`config.mk`:
```
export PLATFORM = sky130hd
export DESIGN_NAME = writeback_stage
export DESIGN_NICKNAME = d
export VERILOG_FILES = /design/src/rtl/writeback_stage_pkg.sv /design/src/rtl/writeback_stage_align.sv /design/src/rtl/writeback_stage.sv
export SDC_FILE = /design/constraint.sdc
export NUM_CORES = 1
export LEC_CHECK = 0
export CAP_MARGIN = 20
export CORE_ASPECT_RATIO = 0.7
export CORE_MARGIN = 2
export CORE_UTILIZATION = 35
export DETAILED_ROUTE_END_ITERATION = 7
export GPL_ROUTABILITY_DRIVEN = 0
export PLACE_DENSITY = 0.71
export SYNTH_ARGS = -nofsm -noshare
export SYNTH_HDL_FRONTEND = slang
export SYNTH_SLANG_ARGS = --single-unit
export TNS_END_PERCENT = 20
```
`constraint.sdc`:
```
create_clock -name clk -period 5.55 [get_ports clk]
set_input_delay 0.8325 -clock clk [delete_from_list [all_inputs] [get_ports clk]]
set_output_delay 0.8325 -clock clk [all_outputs]
set_load 0.005 [all_outputs]
```
`src/rtl/writeback_stage_pkg.sv`:
```
// Shared encodings for the writeback stage: load funct3 codes,
// FSM states and the hard-wired zero register.
package writeback_stage_pkg;

  localparam logic [2:0] F3_LB  = 3'b000;
  localparam logic [2:0] F3_LH  = 3'b001;
  localparam logic [2:0] F3_LW  = 3'b010;
  localparam logic [2:0] F3_LBU = 3'b100;
  localparam logic [2:0] F3_LHU = 3'b101;

  localparam logic [4:0] REG_X0 = 5'd0;

  typedef enum logic {
    S_IDLE,
    S_WAIT_LOAD
  } wb_state_e;

endpackage

```
`src/rtl/writeback_stage_align.sv`:
```
// Load data extract/extend plus misalignment and undefined-type check.
// Purely combinational.
module load_align
  import writeback_stage_pkg::*;
(
  input  logic [2:0]  funct3_i,
  input  logic [1:0]  addr_lo_i,
  input  logic [31:0] rdata_i,
  output logic [31:0] data_o,
  output logic        fault_o
);

  logic [7:0]  byte_v;
  logic [15:0] half_v;

  assign byte_v = rdata_i[{addr_lo_i, 3'b000} +: 8];
  assign half_v = rdata_i[{addr_lo_i[1], 4'b0000} +: 16];

  always_comb begin
    data_o  = '0;
    fault_o = 1'b0;
    unique case (funct3_i)
      F3_LB: begin
        data_o = {{24{byte_v[7]}}, byte_v};
      end
      F3_LBU: begin
        data_o = {24'd0, byte_v};
      end
      F3_LH: begin
        data_o  = {{16{half_v[15]}}, half_v};
        fault_o = addr_lo_i[0];
      end
      F3_LHU: begin
        data_o  = {16'd0, half_v};
        fault_o = addr_lo_i[0];
      end
      F3_LW: begin
        data_o  = rdata_i;
        fault_o = (addr_lo_i != 2'b00);
      end
      default: begin
        fault_o = 1'b1;
      end
    endcase
  end

endmodule

```
`src/rtl/writeback_stage.sv`:
```
// Final pipeline stage: register-file write port, load completion,
// retire counter. Define WB_BYPASS_EN to add the bypass/pending port.
module writeback_stage
  import writeback_stage_pkg::*;
#(
  parameter int LOAD_TIMEOUT = 16,
  parameter int CNT_W        = 32
) (
  input  logic             clk,
  input  logic             rst_n,
  input  logic             in_valid,
  output logic             in_ready,
  input  logic [4:0]       in_rd,
  input  logic [31:0]      in_alu,
  input  logic             in_is_load,
  input  logic [2:0]       in_funct3,
  input  logic [1:0]       in_addr_lo,
  input  logic             mem_rvalid,
  input  logic [31:0]      mem_rdata,
  output logic             wrEn,
  output logic [4:0]       Rdst_in,
  output logic [31:0]      RWrdata,
  output logic             load_err,
`ifdef WB_BYPASS_EN
  output logic             bp_valid,
  output logic [4:0]       bp_rd,
  output logic [31:0]      bp_data,
  output logic             bp_pending,
  output logic [4:0]       bp_pending_rd,
`endif
  output logic [CNT_W-1:0] retire_cnt
);

  localparam int CW = $clog2(LOAD_TIMEOUT + 1);
  localparam logic [CW-1:0] TO_VAL = CW'(LOAD_TIMEOUT);
  localparam logic [CNT_W-1:0] ONE = CNT_W'(1);

  wb_state_e        state_q, state_d;
  logic [4:0]       rd_q, rd_d;
  logic [2:0]       f3_q, f3_d;
  logic [1:0]       alo_q, alo_d;
  logic [CW-1:0]    cnt_q, cnt_d;
  logic             wr_n_q, wr_n_d;
  logic [4:0]       rdst_q, rdst_d;
  logic [31:0]      wdata_q, wdata_d;
  logic             err_q, err_d;
  logic [CNT_W-1:0] ret_q, ret_d;

  logic        idle;
  logic [2:0]  al_f3;
  logic [1:0]  al_alo;
  logic [31:0] al_data;
  logic        al_fault;

  assign idle = (state_q == S_IDLE);

  // In IDLE the aligner checks the incoming load; while waiting it
  // extracts data using the latched type and offset.
  assign al_f3  = idle ? in_funct3  : f3_q;
  assign al_alo = idle ? in_addr_lo : alo_q;

  load_align u_align (
    .funct3_i  (al_f3),
    .addr_lo_i (al_alo),
    .rdata_i   (mem_rdata),
    .data_o    (al_data),
    .fault_o   (al_fault)
  );

  always_comb begin
    state_d = state_q;
    rd_d    = rd_q;
    f3_d    = f3_q;
    alo_d   = alo_q;
    cnt_d   = cnt_q;
    wr_n_d  = 1'b1;
    rdst_d  = rdst_q;
    wdata_d = wdata_q;
    err_d   = err_q;
    ret_d   = ret_q;
    unique case (state_q)
      S_IDLE: begin
        if (in_valid) begin
          if (!in_is_load) begin
            ret_d = ret_q + ONE;
            if (in_rd != REG_X0) begin
              wr_n_d  = 1'b0;
              rdst_d  = in_rd;
              wdata_d = in_alu;
            end
          end else if (al_fault) begin
            err_d = 1'b1;
            ret_d = ret_q + ONE;
          end else begin
            rd_d    = in_rd;
            f3_d    = in_funct3;
            alo_d   = in_addr_lo;
            cnt_d   = '0;
            state_d = S_WAIT_LOAD;
          end
        end
      end
      S_WAIT_LOAD: begin
        if (mem_rvalid) begin
          state_d = S_IDLE;
          ret_d   = ret_q + ONE;
          if (rd_q != REG_X0) begin
            wr_n_d  = 1'b0;
            rdst_d  = rd_q;
            wdata_d = al_data;
          end
        end else if (cnt_q == TO_VAL) begin
          state_d = S_IDLE;
          err_d   = 1'b1;
          ret_d   = ret_q + ONE;
        end else begin
          cnt_d = cnt_q + 1'b1;
        end
      end
    endcase
  end

  always_ff @(posedge clk) begin
    if (!rst_n) begin
      state_q <= S_IDLE;
      rd_q    <= '0;
      f3_q    <= '0;
      alo_q   <= '0;
      cnt_q   <= '0;
      wr_n_q  <= 1'b1;
      rdst_q  <= '0;
      wdata_q <= '0;
      err_q   <= 1'b0;
      ret_q   <= '0;
    end else begin
      state_q <= state_d;
      rd_q    <= rd_d;
      f3_q    <= f3_d;
      alo_q   <= alo_d;
      cnt_q   <= cnt_d;
      wr_n_q  <= wr_n_d;
      rdst_q  <= rdst_d;
      wdata_q <= wdata_d;
      err_q   <= err_d;
      ret_q   <= ret_d;
    end
  end

  assign in_ready   = idle;
  assign wrEn       = wr_n_q;
  assign Rdst_in    = rdst_q;
  assign RWrdata    = wdata_q;
  assign load_err   = err_q;
  assign retire_cnt = ret_q;

`ifdef WB_BYPASS_EN
  assign bp_valid      = !wr_n_q;
  assign bp_rd         = rdst_q;
  assign bp_data       = wdata_q;
  assign bp_pending    = (state_q == S_WAIT_LOAD);
  assign bp_pending_rd = rd_q;
`endif

endmodule

```
# After elaboration in Yosys (flattened, before gate mapping)
# Index checks and enable logic that the tools add are counted.
# Widths: inputs -> output; s select.
totals:
  word_cells: 91
  out_inout_bits: 72
  ff_bits: 87
op_classes:
  shifts: 2
  n_bitwise: 2
  n_addsub: 2
  n_mux: 46
  reduce_logical: 11
  eq_ne: 18
ops:
  columns: ["cell", "n"]
  rows:
  - ["$mux 32", 10]
  - ["$pmux 32 s5", 1]
  - ["$pmux 32 s2", 2]
  - ["$mux 5", 10]
  - ["$add 32x1->32 const B", 1]
  - ["$shiftx 32x6->16", 1]
  - ["$shiftx 32x6->8", 1]
  - ["$pmux 5 s2", 2]
  - ["$mux 1", 15]
  - ["$reduce_and 5->1", 3]
  - ["$ne 2x2->1 const B", 6]
  - ["$ne 2x1->1 const B", 5]
  - ["$reduce_bool 5->1", 2]
  - ["$eq 3x3->1 const B", 2]
  - ["$ne 3x2->1 const B", 2]
  - ["$pmux 1 s2", 3]
  - ["$add 5x1->5 const B", 1]
  - ["$eq 5x5->1 const B", 1]
  - ["$reduce_and 4->1", 1]
  - ["$reduce_or 2->1", 2]
  - ["$eq 3x1->1 const B", 1]
  - ["$eq 3x2->1 const B", 1]
  - ["$logic_not 3->1", 1]
  - ["$mux 3", 1]
  - ["5 further kinds", 6]

# Longest topological paths before layout
depth:
  depth_word: 8
  ltp_mapped: 9
  ltp_nobuf: 7

# Modules after synthesis
# A second synthesis with hierarchy kept.
unflattened:
  hier_cells: 559
  area_unflattened_um2: 4860.9
by_module_without_submodules:
  columns: ["module", "seq_area_each_um2", "area_per_inst_um2", "cells_each", "instances"]
  rows:
  - ["writeback_stage", 1741.7, 3961.3, 451, 1]
  - ["load_align", 0.0, 899.6, 108, 1]

# Worst setup path after synthesis
# OpenSTA, ideal clock, no wires.
synth_path:
  path_type: "in2reg"
  from: "in in_addr_lo[0]"
  to: "reg ret_q[25], in the netlist retire_cnt[25]"
  path_slack_ns: 3.140
  path_stages: 7
  arrival_ns: 2.275
  cell_sequence: "nor3_1 -> a2111o_1 -> o211a_1 -> buf_6 -> clkbuf_1 -> o311ai_0 -> o41ai_1"
synth_between:
  elab_chain_len: 5
synth_rtl:
  columns: ["item", "line", "source"]
  rows:
  - ["start: declaration", "writeback_stage.sv:17", "input logic [1:0] in_addr_lo,"]
  - ["$mux 2 (*)", "writeback_stage.sv:60", "assign al_alo = idle ? in_addr_lo : alo_q;"]
  - ["$reduce_bool 2->1", "writeback_stage_align.sv:39", "fault_o = (addr_lo_i != 2'b00);"]
  - ["$pmux 1 s3 (*)", "writeback_stage_align.sv:22", "unique case (funct3_i)"]
  - ["$ne 3x2->1 (no line) (*)", null, null]
  - ["$reduce_and 3->1 (no line) (*)", null, null]
  - ["end signal: assignment", "writeback_stage.sv:145", "ret_q <= ret_d;"]
  - ["end: declaration", "writeback_stage.sv:47", "logic [CNT_W-1:0] ret_q, ret_d;"]
# Every way passes the cells marked *; elsewhere a longest branch is shown, timed or not.
# A chain may end at the register's enable or synchronous reset.

# Worst setup path in the final report
layout_path:
  from: "reg state_q"
  to: "out in_ready"
layout_between:
  elab_chain_len: 1
layout_rtl:
  columns: ["item", "line", "source"]
  rows:
  - ["start: declaration", "writeback_stage.sv:38", "wb_state_e state_q, state_d;"]
  - ["start signal: assignment", "writeback_stage.sv:136", "state_q <= state_d;"]
  - ["$not 1->1 (no line)", null, null]
  - ["end: declaration", "writeback_stage.sv:12", "output logic in_ready,"]
# Every way passes these cells.

==> run metrics <==
slew margin rel.=0.342; Sw Pwr=approximately 0.43 mW; CTS Sinks=a little under 90; clock buffer count from CTS=9; Initial Util=0.355; synth warn=0; 1st-iter DRT viols=between 400 and 500; register area share after synthesis=0.355; Final Skew=about 9.8 ps; Synth cell types=between 60 and 70; crit path launch type=register; Syn Nets=646; die height=a little over 100 um; # H-tree levels=3; status=finished, final reports clean; clk root buf=clkbuf_16; Remaining Overflow, GRT=0; core region area=between 0.01 and 0.015 mm2; Critical Path RT=between 4000 and 5000 ps; Rows=36; routed via count=5087; Critical Path Max Stage Delay=about 700 ps; async set-reset flop share out of synthesis=0; CP arrival=between 2000 and 2500 ps; # DRC=0; Power Dens Cells=227 mW/mm2; Pwr Total=1.55 mW; cts hold-fix bufs=0; CP top delay family=buffers and inverters; worst hold margin=around 450 ps; Port Buffer Count=150; Clock Path Buffers=2; Synth-to-Final Area Change=39.4%; fin area=a little under 0.007 mm2; final setup violation count=0; Placed Area=about 0.0066 mm2; dpl hpwl=around 12 mm; peak supply drop=between 0.00015 and 0.0002 V; Synth area leader=dfxtp_1; worst-path cell chain=buf_4, inv_1, clkdlybuf4s50_1; prevailing post-synth register cell=dfxtp_1; worst-path fanout max=29; Layout fillers=about 1300; die area=around 0.015 mm2; top-area cell type share of the netlist area=0.355; Syn Area/Cell=8.70 um2; Max-Cap Viols=0; Final period util=0.598; Fmax achieved=between 0.3 and 0.4 GHz; Final Hold Fails=0; Hold WC Path Type=reg2reg; EDFF count, synth=0; flops & latches, synth=87; Setup TNS=0 ps; number of vias per cell=5.75; initial antenna violation count=0; worst-skew pair later-pin latency=between 300 and 400 ps; # IOs=~150; R2R setup slack=roughly 2500 ps; Synth area leaders=dfxtp_1 (35%), mux2i_1 (9.4%), o221a_2 (3.7%); CTS tree=built; worst slew pin tran=976 ps; DR WL/cell=18.1 um; leakage power total=between 2 and 2.5 nW; Switching Share=0.275; Mapped Area=around 0.0049 mm2; Tmin final=around 3300 ps; 1st-pass router iterations=5; first-pass GRT wire length=approximately 25 mm; Routed WL=16.0 mm; WP buf/inv=3; post-cts resize count=0; Post-CTS Setup Inserts=0; slowest stage cell, crit path=dfxtp_2; Routed Antenna Nets=0; Internal Pwr Total=approximately 1.1 mW; Synth Instances=roughly 560; Antenna Cells=0; Final Max Slew Viols=0; share of layout cells above drive strength 1=0.0763; Comb pwr share=0.192; RSZ-0062 raised after global routing=false; Clock power frac=0.374; Sequential Power Share=0.435; CP Capture Type=output port; largest net degree at the start of global routing=77; crit path kind=reg2out; nets=between 700 and 800; Tot GR Track Use=0.211; Worst-path clk slew=roughly 70 ps; number of global-route vias before repair=between 4000 and 5000; die width=approximately 150 um
## per-layer routing
metal  routed length, um  GRT usage
met3                1120     0.0527
met2                6850      0.319
met4                 361     0.0686
met5                   0          0
met1                7660      0.297
## synth_stat cells, types with 3 or more instances
library cell and n:
clkbuf_1 32, o31ai_1 6, o21a_1 7, or3_1 4, nor2_1 28, o311ai_0 7
a32o_1 7, a21o_1 8, buf_1 4, mux2i_1 46, nor3_1 10, nand4_1 11
nor4_1 13, nand2_1 37, nand3_1 15, nor2b_1 9, ha_1 3, a221o_1 16
o221a_2 16, o41ai_1 8, buf_2 5, dfxtp_1 87, a211oi_1 7, a21oi_1 30
o221ai_1 7, o32ai_1 8, o21ai_0 17, and3_1 14, or4_1 7, o211ai_1 9
nand2b_1 23, inv_1 23, o31a_1 4
## registers in the layout, indices dropped and copies added (netlist names)
register    count
cnt_q           5
retire_cnt     32
rd_q            5
alo_q           2
Rdst_in         5
state_q         1
wrEn            1
load_err        1
f3_q            3
RWrdata        32
## worst register-to-register path, cell delays in order (launching register included)
cell,delay (ps)
dfxtp_2,700
buf_4,390
inv_1,460
a31o_2,440
nor2_1,550
o211ai_1,180
a32o_1,240
## cell type report
cell class / instances / area [um2] / area share
Clock buffer: 10 / 239 / 0.0349
Clock inverter: 6 / 42.5 / 0.00622
Inverter: 24 / 90.1 / 0.0132
Multi-Input combinational cell: 410 / 2900 / 0.425
Sequential cell: 87 / 1740 / 0.255
Tap cell: 190 / 238 / 0.0348
Timing Repair Buffer: 158 / 1580 / 0.232
## final timing paths
check | from | to | cells past startpoint
hold reg to reg | RWrdata[6] | RWrdata[6] | 2
setup reg to reg | state_q | RWrdata[9] | 6
setup / recovery | state_q | in_ready | 3
hold / removal | RWrdata[6] | RWrdata[6] | 2
## kinds of logic (layout without fill, tap and decap cells)
logic type | Yosys count | count (layout) | share of synthesized area
AOI/OAI and AO/OA | 173 | 173 | 0.276
and+or+nand+nor | 186 | 186 | 0.205
adders and majority gates | 3 | 3 | 0.00765
muxes | 48 | 48 | 0.101
DFF | 87 | 87 | 0.355
buffers and inverters | 67 | 198 | 0.0556
## stage by stage
step	util	setup WS [ps]	std cells
finish	0.495	2230	885
global route	0.495	2110	885
CTS	0.495	2240	885
detailed placement	0.474	2270	869
global placement	0.471	2320	867
floorplan	-	3140	564
## power groups by stage
| stage | Clock, mW | Sequential (mW) | Combinational (mW) |
|---|---|---|---|
| after floorplan | 0 | 0.681 | 0.152 |
| after global placement | 0 | 0.688 | 0.284 |
| after detailed placement | 0 | 0.689 | 0.294 |
| after CTS | 0.601 | 0.675 | 0.296 |
| after global routing | 0.621 | 0.679 | 0.321 |
| final | 0.580 | 0.676 | 0.298 |
## cell usage in the layout (no fill, tap or decap), types with 3 or more instances in the layout
cell and count:
buf_4 6, clkbuf_16 9, a21o_1 8, o32ai_1 8, or4_1 7, o311ai_0 7
nand3_1 15, or3_1 4, a221o_1 16, and3_1 14, nor2b_1 9, nor2_1 28
o221a_2 16, nand4_1 11, ha_1 3, o211ai_1 9, nor3_1 10, o21a_1 7
o221ai_1 7, mux2i_1 46, o31a_1 4, o41ai_1 8, o21ai_0 16, inv_1 23
o31ai_1 6, nor4_1 13, nand2b_1 23, dfxtp_1 86, a21oi_1 30, nand2_1 37
a211oi_1 7, a32o_1 7, clkdlybuf4s50_1 149
Note: power is estimated with default switching activity, not from simulation.
